===== config.mk =====
export PLATFORM = sky130hd
export DESIGN_NAME = serial_subtractor_16bit
export DESIGN_NICKNAME = d
export VERILOG_FILES = /design/src/rtl/serial_subtractor_16bit.sv
export SDC_FILE = /design/constraint.sdc
export NUM_CORES = 1
export LEC_CHECK = 0
export CORE_MARGIN = 3
export CORE_UTILIZATION = 25
export CTS_CLUSTER_DIAMETER = 80
export CTS_CLUSTER_SIZE = 14
export DETAILED_ROUTE_END_ITERATION = 6
export SYNTH_ARGS = -nofsm -noshare
export SYNTH_HDL_FRONTEND = slang
export SYNTH_SLANG_ARGS = --single-unit
export TNS_END_PERCENT = 100

===== constraint.sdc =====
create_clock -name clk -period 1.5 [get_ports clk]
set_input_delay 0.15 -clock clk [delete_from_list [all_inputs] [get_ports clk]]
set_output_delay 0.15 -clock clk [all_outputs]
set_load 0.005 [all_outputs]

===== src/rtl/serial_subtractor_16bit.sv =====
// Bit-serial subtractor: difference = a - b - borrow_in, one bit per clock, LSB first.
// Define SERIAL_SUB_SIGNED_EN to add the signed overflow output and its operand-MSB flops.
//
// state | meaning
// IDLE  | waiting for start; outputs hold last result
// SHIFT | processing one bit per cycle, busy high
// DONE  | one-cycle done pulse; start here is accepted back-to-back
module serial_subtractor_16bit #(
  parameter int NUM_BITS = 16
) (
  input  logic                clk,
  input  logic                rst,
  input  logic                start,
  input  logic [NUM_BITS-1:0] a,
  input  logic [NUM_BITS-1:0] b,
  input  logic                borrow_in,
  output logic                busy,
  output logic                done,
  output logic [NUM_BITS-1:0] difference,
  output logic                underflow
`ifdef SERIAL_SUB_SIGNED_EN
  ,
  output logic                overflow
`endif
);

  localparam int CNT_W = $clog2(NUM_BITS);
  localparam logic [CNT_W-1:0] LAST_BIT = CNT_W'(NUM_BITS - 1);

  typedef enum logic [1:0] {
    IDLE  = 2'd0,
    SHIFT = 2'd1,
    DONE  = 2'd2
  } state_t;

  state_t state;
  state_t state_next;

  logic [NUM_BITS-1:0] a_sh;
  logic [NUM_BITS-1:0] b_sh;
  logic [NUM_BITS-1:0] res_sh;
  logic [NUM_BITS-1:0] res_next;
  logic [CNT_W-1:0]    cnt;
  logic                br;
  logic                br_next;
  logic                d;
  logic                ai;
  logic                bi;
  logic                accept;
  logic                last_bit;

`ifdef SERIAL_SUB_SIGNED_EN
  logic a_msb;
  logic b_msb;
`endif

  always_ff @(posedge clk) begin
    if (rst) begin
      state <= IDLE;
    end else begin
      state <= state_next;
    end
  end

  always_comb begin
    state_next = state;
    accept     = 1'b0;
    last_bit   = 1'b0;
    case (state)
      IDLE: begin
        if (start) begin
          accept     = 1'b1;
          state_next = SHIFT;
        end
      end
      SHIFT: begin
        if (cnt == LAST_BIT) begin
          last_bit   = 1'b1;
          state_next = DONE;
        end
      end
      DONE: begin
        if (start) begin
          accept     = 1'b1;
          state_next = SHIFT;
        end else begin
          state_next = IDLE;
        end
      end
      default: state_next = IDLE;
    endcase
  end

  assign busy = (state == SHIFT);
  assign done = (state == DONE);

  // Full-subtractor cell applied to the current LSBs.
  assign ai       = a_sh[0];
  assign bi       = b_sh[0];
  assign d        = ai ^ bi ^ br;
  assign br_next  = (~ai & bi) | (~(ai ^ bi) & br);
  assign res_next = {d, res_sh[NUM_BITS-1:1]};

  always_ff @(posedge clk) begin
    if (rst) begin
      a_sh       <= '0;
      b_sh       <= '0;
      res_sh     <= '0;
      cnt        <= '0;
      br         <= 1'b0;
      difference <= '0;
      underflow  <= 1'b0;
    end else if (accept) begin
      a_sh   <= a;
      b_sh   <= b;
      res_sh <= '0;
      cnt    <= '0;
      br     <= borrow_in;
    end else if (state == SHIFT) begin
      a_sh   <= a_sh >> 1;
      b_sh   <= b_sh >> 1;
      res_sh <= res_next;
      br     <= br_next;
      cnt    <= cnt + CNT_W'(1);
      if (last_bit) begin
        difference <= res_next;
        underflow  <= br_next;
      end
    end
  end

`ifdef SERIAL_SUB_SIGNED_EN
  // Operand MSBs are shifted out of a_sh/b_sh, so keep copies for the overflow term.
  always_ff @(posedge clk) begin
    if (rst) begin
      a_msb    <= 1'b0;
      b_msb    <= 1'b0;
      overflow <= 1'b0;
    end else if (accept) begin
      a_msb <= a[NUM_BITS-1];
      b_msb <= b[NUM_BITS-1];
    end else if (last_bit) begin
      overflow <= (a_msb ^ b_msb) & (a_msb ^ d);
    end
  end
`endif

endmodule

# Word level (Yosys, flattened, before mapping)
# Cells that the tools add are included.
[classes]
reduce_logical = 6
muxes = 14
n_mul = 0
shift = 0
eq_ne = 5
addsub = 1
n_div = 0
n_lt_le_gt_ge = 0
bitwise = 8
[ops]
columns = ["operator", "count"]
rows = [
  ["16-bit two-way mux", 4],
  ["1-bit two-way mux", 7],
  ["2-bit one-hot mux with 3 select lines", 1],
  ["4-bit by 1-bit adder with 4-bit output, second input constant", 1],
  ["4-bit == test, second input constant", 1],
  ["2-bit two-way mux", 2],
  ["2-bit OR reduction", 2],
  ["1-bit NOT", 3],
  ["3-bit AND reduction", 1],
  ["1-bit bitwise AND", 2],
  ["2-bit by 1-bit == test with 1-bit output, second input constant", 1],
  ["2-bit == test, second input constant", 1],
  ["2-bit logical NOT", 1],
  ["2-bit by 1-bit != test with 1-bit output, second input constant", 1],
  ["2-bit != test, second input constant", 1],
  ["2-bit AND reduction", 1],
  ["2-bit nonzero test", 1],
  ["1-bit XOR", 2],
  ["1-bit bitwise OR", 1],
]
[totals]
mem_bits_rw = 0
out_inout_bits = 19
mem_bits_ro = 0
inputBits = 36
mem_count = 0
elab_cells = 42
reg_bits = 72
latchBits = 0

# Longest topological paths before layout
[logic_depth]
depth_word = 6
ltp_mapped = 7
depth_no_buf = 4

# Least setup slack after synthesis
# Ideal clock, no wire load.
[synth_path]
path_kind = "flip-flop to flip-flop"
from = "register cnt[0]"
to = "register difference[10]"
path_slack_ns = 0.179
path_stages_with_launch = 6
t_arrival_ns = 1.263
t_required_ns = 1.441
n_path_buf = 1
setup_ns = 0.059
cell_sequence = "dfxtp_1 > ha_1 > and3_1 > a21oi_2 > buf_4 > a22o_1"
[synth_via]
elab_chain_len = 4
[synth_lines]
columns = ["element", "line", "source"]
rows = [
  ["from (decl)", "43", "logic [CNT_W-1:0] cnt;"],
  ["from (signal assigned)", "124", "cnt <= cnt + CNT_W'(1);"],
  ["4-bit == test", "77", "if (cnt == LAST_BIT) begin"],
  ["1-bit two-way mux", "77", ""],
  ["1-bit two-way mux", "69", "case (state)"],
  ["3-bit AND reduction (no line)", "-", ""],
  ["to (signal assigned)", "126", "difference <= res_next;"],
  ["to (decl)", "19", "output logic [NUM_BITS-1:0] difference,"],
]
# No other way between the ends.
# A chain may end at the register's enable or synchronous reset.

# Worst setup path after layout
[layout_path]
from = "register cnt[0]"
to = "register underflow"
[layout_via]
elab_chain_len = 4
[layout_lines]
columns = ["element", "line", "source"]
rows = [
  ["4-bit == test", "77", ""],
  ["1-bit two-way mux", "77", ""],
  ["1-bit two-way mux", "69", ""],
  ["3-bit AND reduction (no line)", "-", ""],
  ["to (signal assigned)", "127", "underflow <= br_next;"],
  ["to (decl)", "20", "output logic underflow"],
]
# No other way between the ends.

==> impl_results.md <==
- I/O Pins: 55
- GRT Total Usage: 0.1141
- DP HPWL: 4.454 mm
- Worst setup EP type: register
- Cell variety after synth: 33
- Setup Skew: 0.007840 ns
- CTS tree: done
- Crit-path max FO: 4
- N_diodes: 0
- Cts bufs inserted: 9
- Final net count: 397
- Sequential element share of the synthesized area: 0.5230
- Clock sinks: 71
- Post-Syn Area: 2718 um^2
- Fin. max-slew vios: 0
- DRT Pass-1 Iters: 5
- Minimum clock period: 1.382 ns
- Final worst-path cycle share: 0.9215
- Remaining routing DRC violations: 0
- Worst VDD drop: 390.8 uV
- Hold Vio Cnt, Final: 0
- Synth warnings: 0
- Largest net degree at the start of global routing: 34
- Clk buf depth: 2
- Root buf cell: clkbuf_8
- Chip width: 110.3 um
- Outcome: finished, final reports clean
- Final WS setup: 0.1177 ns
- Worst EP required: 1.75 ns
- Hold Path Class: primary input to register
- Global-route wire length before repair: 10.85 mm
- Die extent in y: 110.3 um
- Placed instance area: 3430 um^2
- Gpl congestion: 0.7314
- Highest-count cells in the layout ignoring fill and taps: dfxtp_1, nand2_1, clkdlybuf4s50_1, nor3_1, a21oi_1
- Final setup vio count: 0
- Initial antenna violation count: 0
- Share of post-route cells with drive strength above 1: 0.1154
- Tot Pwr: 4226 uW
- Setup TNS: 0 ns
- Highest Clock Rate: 723.4 MHz
- Kind of critical path: register to register
- Leakage: 0.001300 uW
- Total number of vias: 2334
- Commonest non-fill, non-tap cell in the layout: dfxtp_1
- Initial DRC count: 164
- Maxcap violations: 0
- Largest cells by area after synthesis: dfxtp_1, nand2_1, nor3_1
- Critical Path Max Stage Delay: 0.37 ns
- Pre-CTS setup slack: -0.1110 ns
- CP max-delay cell: dfxtp_1
- Worst slew pin tran: 0.3773 ns
- Port bufs: 54
- Flops & latches, synth: 71
- CP arrival: 1.63 ns
- Area delta synth->final: 36.10%
- Avg Cell Area, Syn: 8.969 um^2
- Initial Util: 0.2597
- Post-Synthesis Net Count: 341
- CP Launch Type: register
- Die area: 12160 um^2
- Slew headroom: 0.7475
- Via density: 4.668
- Worst skew pair latency: 0.34 ns
- Core Box Area: 10460 um^2
- Yosys top cell area share: 0.5230
- Post-route ant nets: 0
- Wire length per cell: 13.30 um
- H-Tree Depth: 3
- Area leader, netlist: dfxtp_1
- Fill cells: 1082
- Unrepaired setup endpoints after global routing: false
- Delay-heaviest family, CP: flip-flops
- Worst-path clk slew: 0.07 ns
- Site Rows: 37
- DP Cell Count: 482
- Cell Count, Final, Fillers Out: 500
- Buf/Inv on CP: 1
- Grt ovf: 0
- Mapped Cells: 303
- Hold_buf cts: 0
- Power density over the cells: 1143 nW/um^2
- Routed WL: 6.648 mm
- Vias in the first global route: 2220
- Crit-path cells: ha_1 -> and3_1 -> buf_4 -> a21oi_1 -> a311oi_2
- Finished Cell Area: 3699 um^2
[per-stage QoR]
stage	util	hold WS, ns
detailed placement	0.3278	0.4509
global route	0.3535	0.4306
finish	0.3535	0.4281
global placement	0.3278	0.4447
floorplan	-	0.3243
CTS	0.3511	0.4171
[cell type report]
cell class / count / area (um^2) / share of cell area
clock buffers: 11 / 141.4 / 0.03823
clock inverters: 5 / 81.33 / 0.02199
inverters: 4 / 17.52 / 0.004736
multi-input cells: 201 / 1130 / 0.3055
flip-flops and latches: 71 / 1423 / 0.3846
well taps: 136 / 170.2 / 0.04601
repair buffers: 72 / 735.7 / 0.1989
[Yosys cell counts (all sizes together)]
cell type  number
nor2            3
xnor2           1
nand2          57
a31oi          12
dfxtp          71
nand3b          1
and3            1
mux2i           2
a22oi           3
nand2b          2
o21ai          15
nand3           8
a22o           14
or3             1
a311oi          1
buf            20
o22ai          15
nor3           33
and2b           1
fa              1
nor2b           1
clkbuf          7
a2bb2oi         1
xor2            1
ha              1
a21oi          26
inv             4
[worst register-to-register path, delay by kind of cell (launching register included)]
family	cells	cell delay, ns
DFF	1	0.37
AOI/OAI and AO/OA	2	0.29
and+or+nand+nor	1	0.25
adders and majority gates	1	0.22
buffers and inverters	1	0.16
[path summary, 6_finish.rpt]
check / cells past startpoint / endpoint / slack [ns] / from
worst max-delay path: 5 / underflow$_SDFFE_PP0P_ / 0.12 / cnt[0]$_SDFFE_PP0N_
worst min-delay path: 3 / a_sh[4]$_SDFFE_PP0P_ / 0.43 / a[4]
worst max register to register: 5 / underflow$_SDFFE_PP0P_ / 0.12 / cnt[0]$_SDFFE_PP0N_
worst min register to register: 2 / res_sh[1]$_SDFFE_PP0N_ / 0.46 / res_sh[1]$_SDFFE_PP0N_
[state kept, by name (all words and copies together), names as in the netlist]
register	flops
a_sh	16
b_sh	16
difference	16
res_sh	15
cnt	4
state	2
br	1
underflow	1
[cells by family (layout without fill, tap and decap cells)]
| family | Yosys count | count (layout) | synth area share |
|---|---|---|---|
| AOI/OAI and AO/OA | 87 | 87 | 0.2012 |
| xor gates and xnor gates | 2 | 2 | 0.006447 |
| adders and majority gates | 2 | 2 | 0.01197 |
| buffers and inverters | 31 | 92 | 0.06952 |
| DFF | 71 | 71 | 0.5230 |
| muxes | 2 | 2 | 0.007367 |
| and+or+nand+nor | 108 | 108 | 0.1805 |
[per-layer routing]
layer | GRT usage | wire length [um] | vias up
met3 | 0.03320 | 320 | 10
met1 | 0.1524 | 3152 | 1089
met2 | 0.1737 | 3051 | 46
li1 | - | - | 1189
met5 | 0 | 0 | -
met4 | 0.04398 | 125 | 0
[what timing repair did]
action                     in CTS  in global routing
resized for setup               6                  1
setup endpoints to repair      16                  8
pin swaps                       0                  1
buffers inserted                1                  1
[report_power, final]
| group | leakage [uW] | switching [uW] | internal (uW) | total [uW] |
|---|---|---|---|---|
| Clock | 0.000110 | 712 | 983 | 1690 |
| Combinational | 0.000610 | 258 | 250 | 508 |
| Sequential | 0.000580 | 48.9 | 1970 | 2020 |
(Power assumes the default switching activity.)
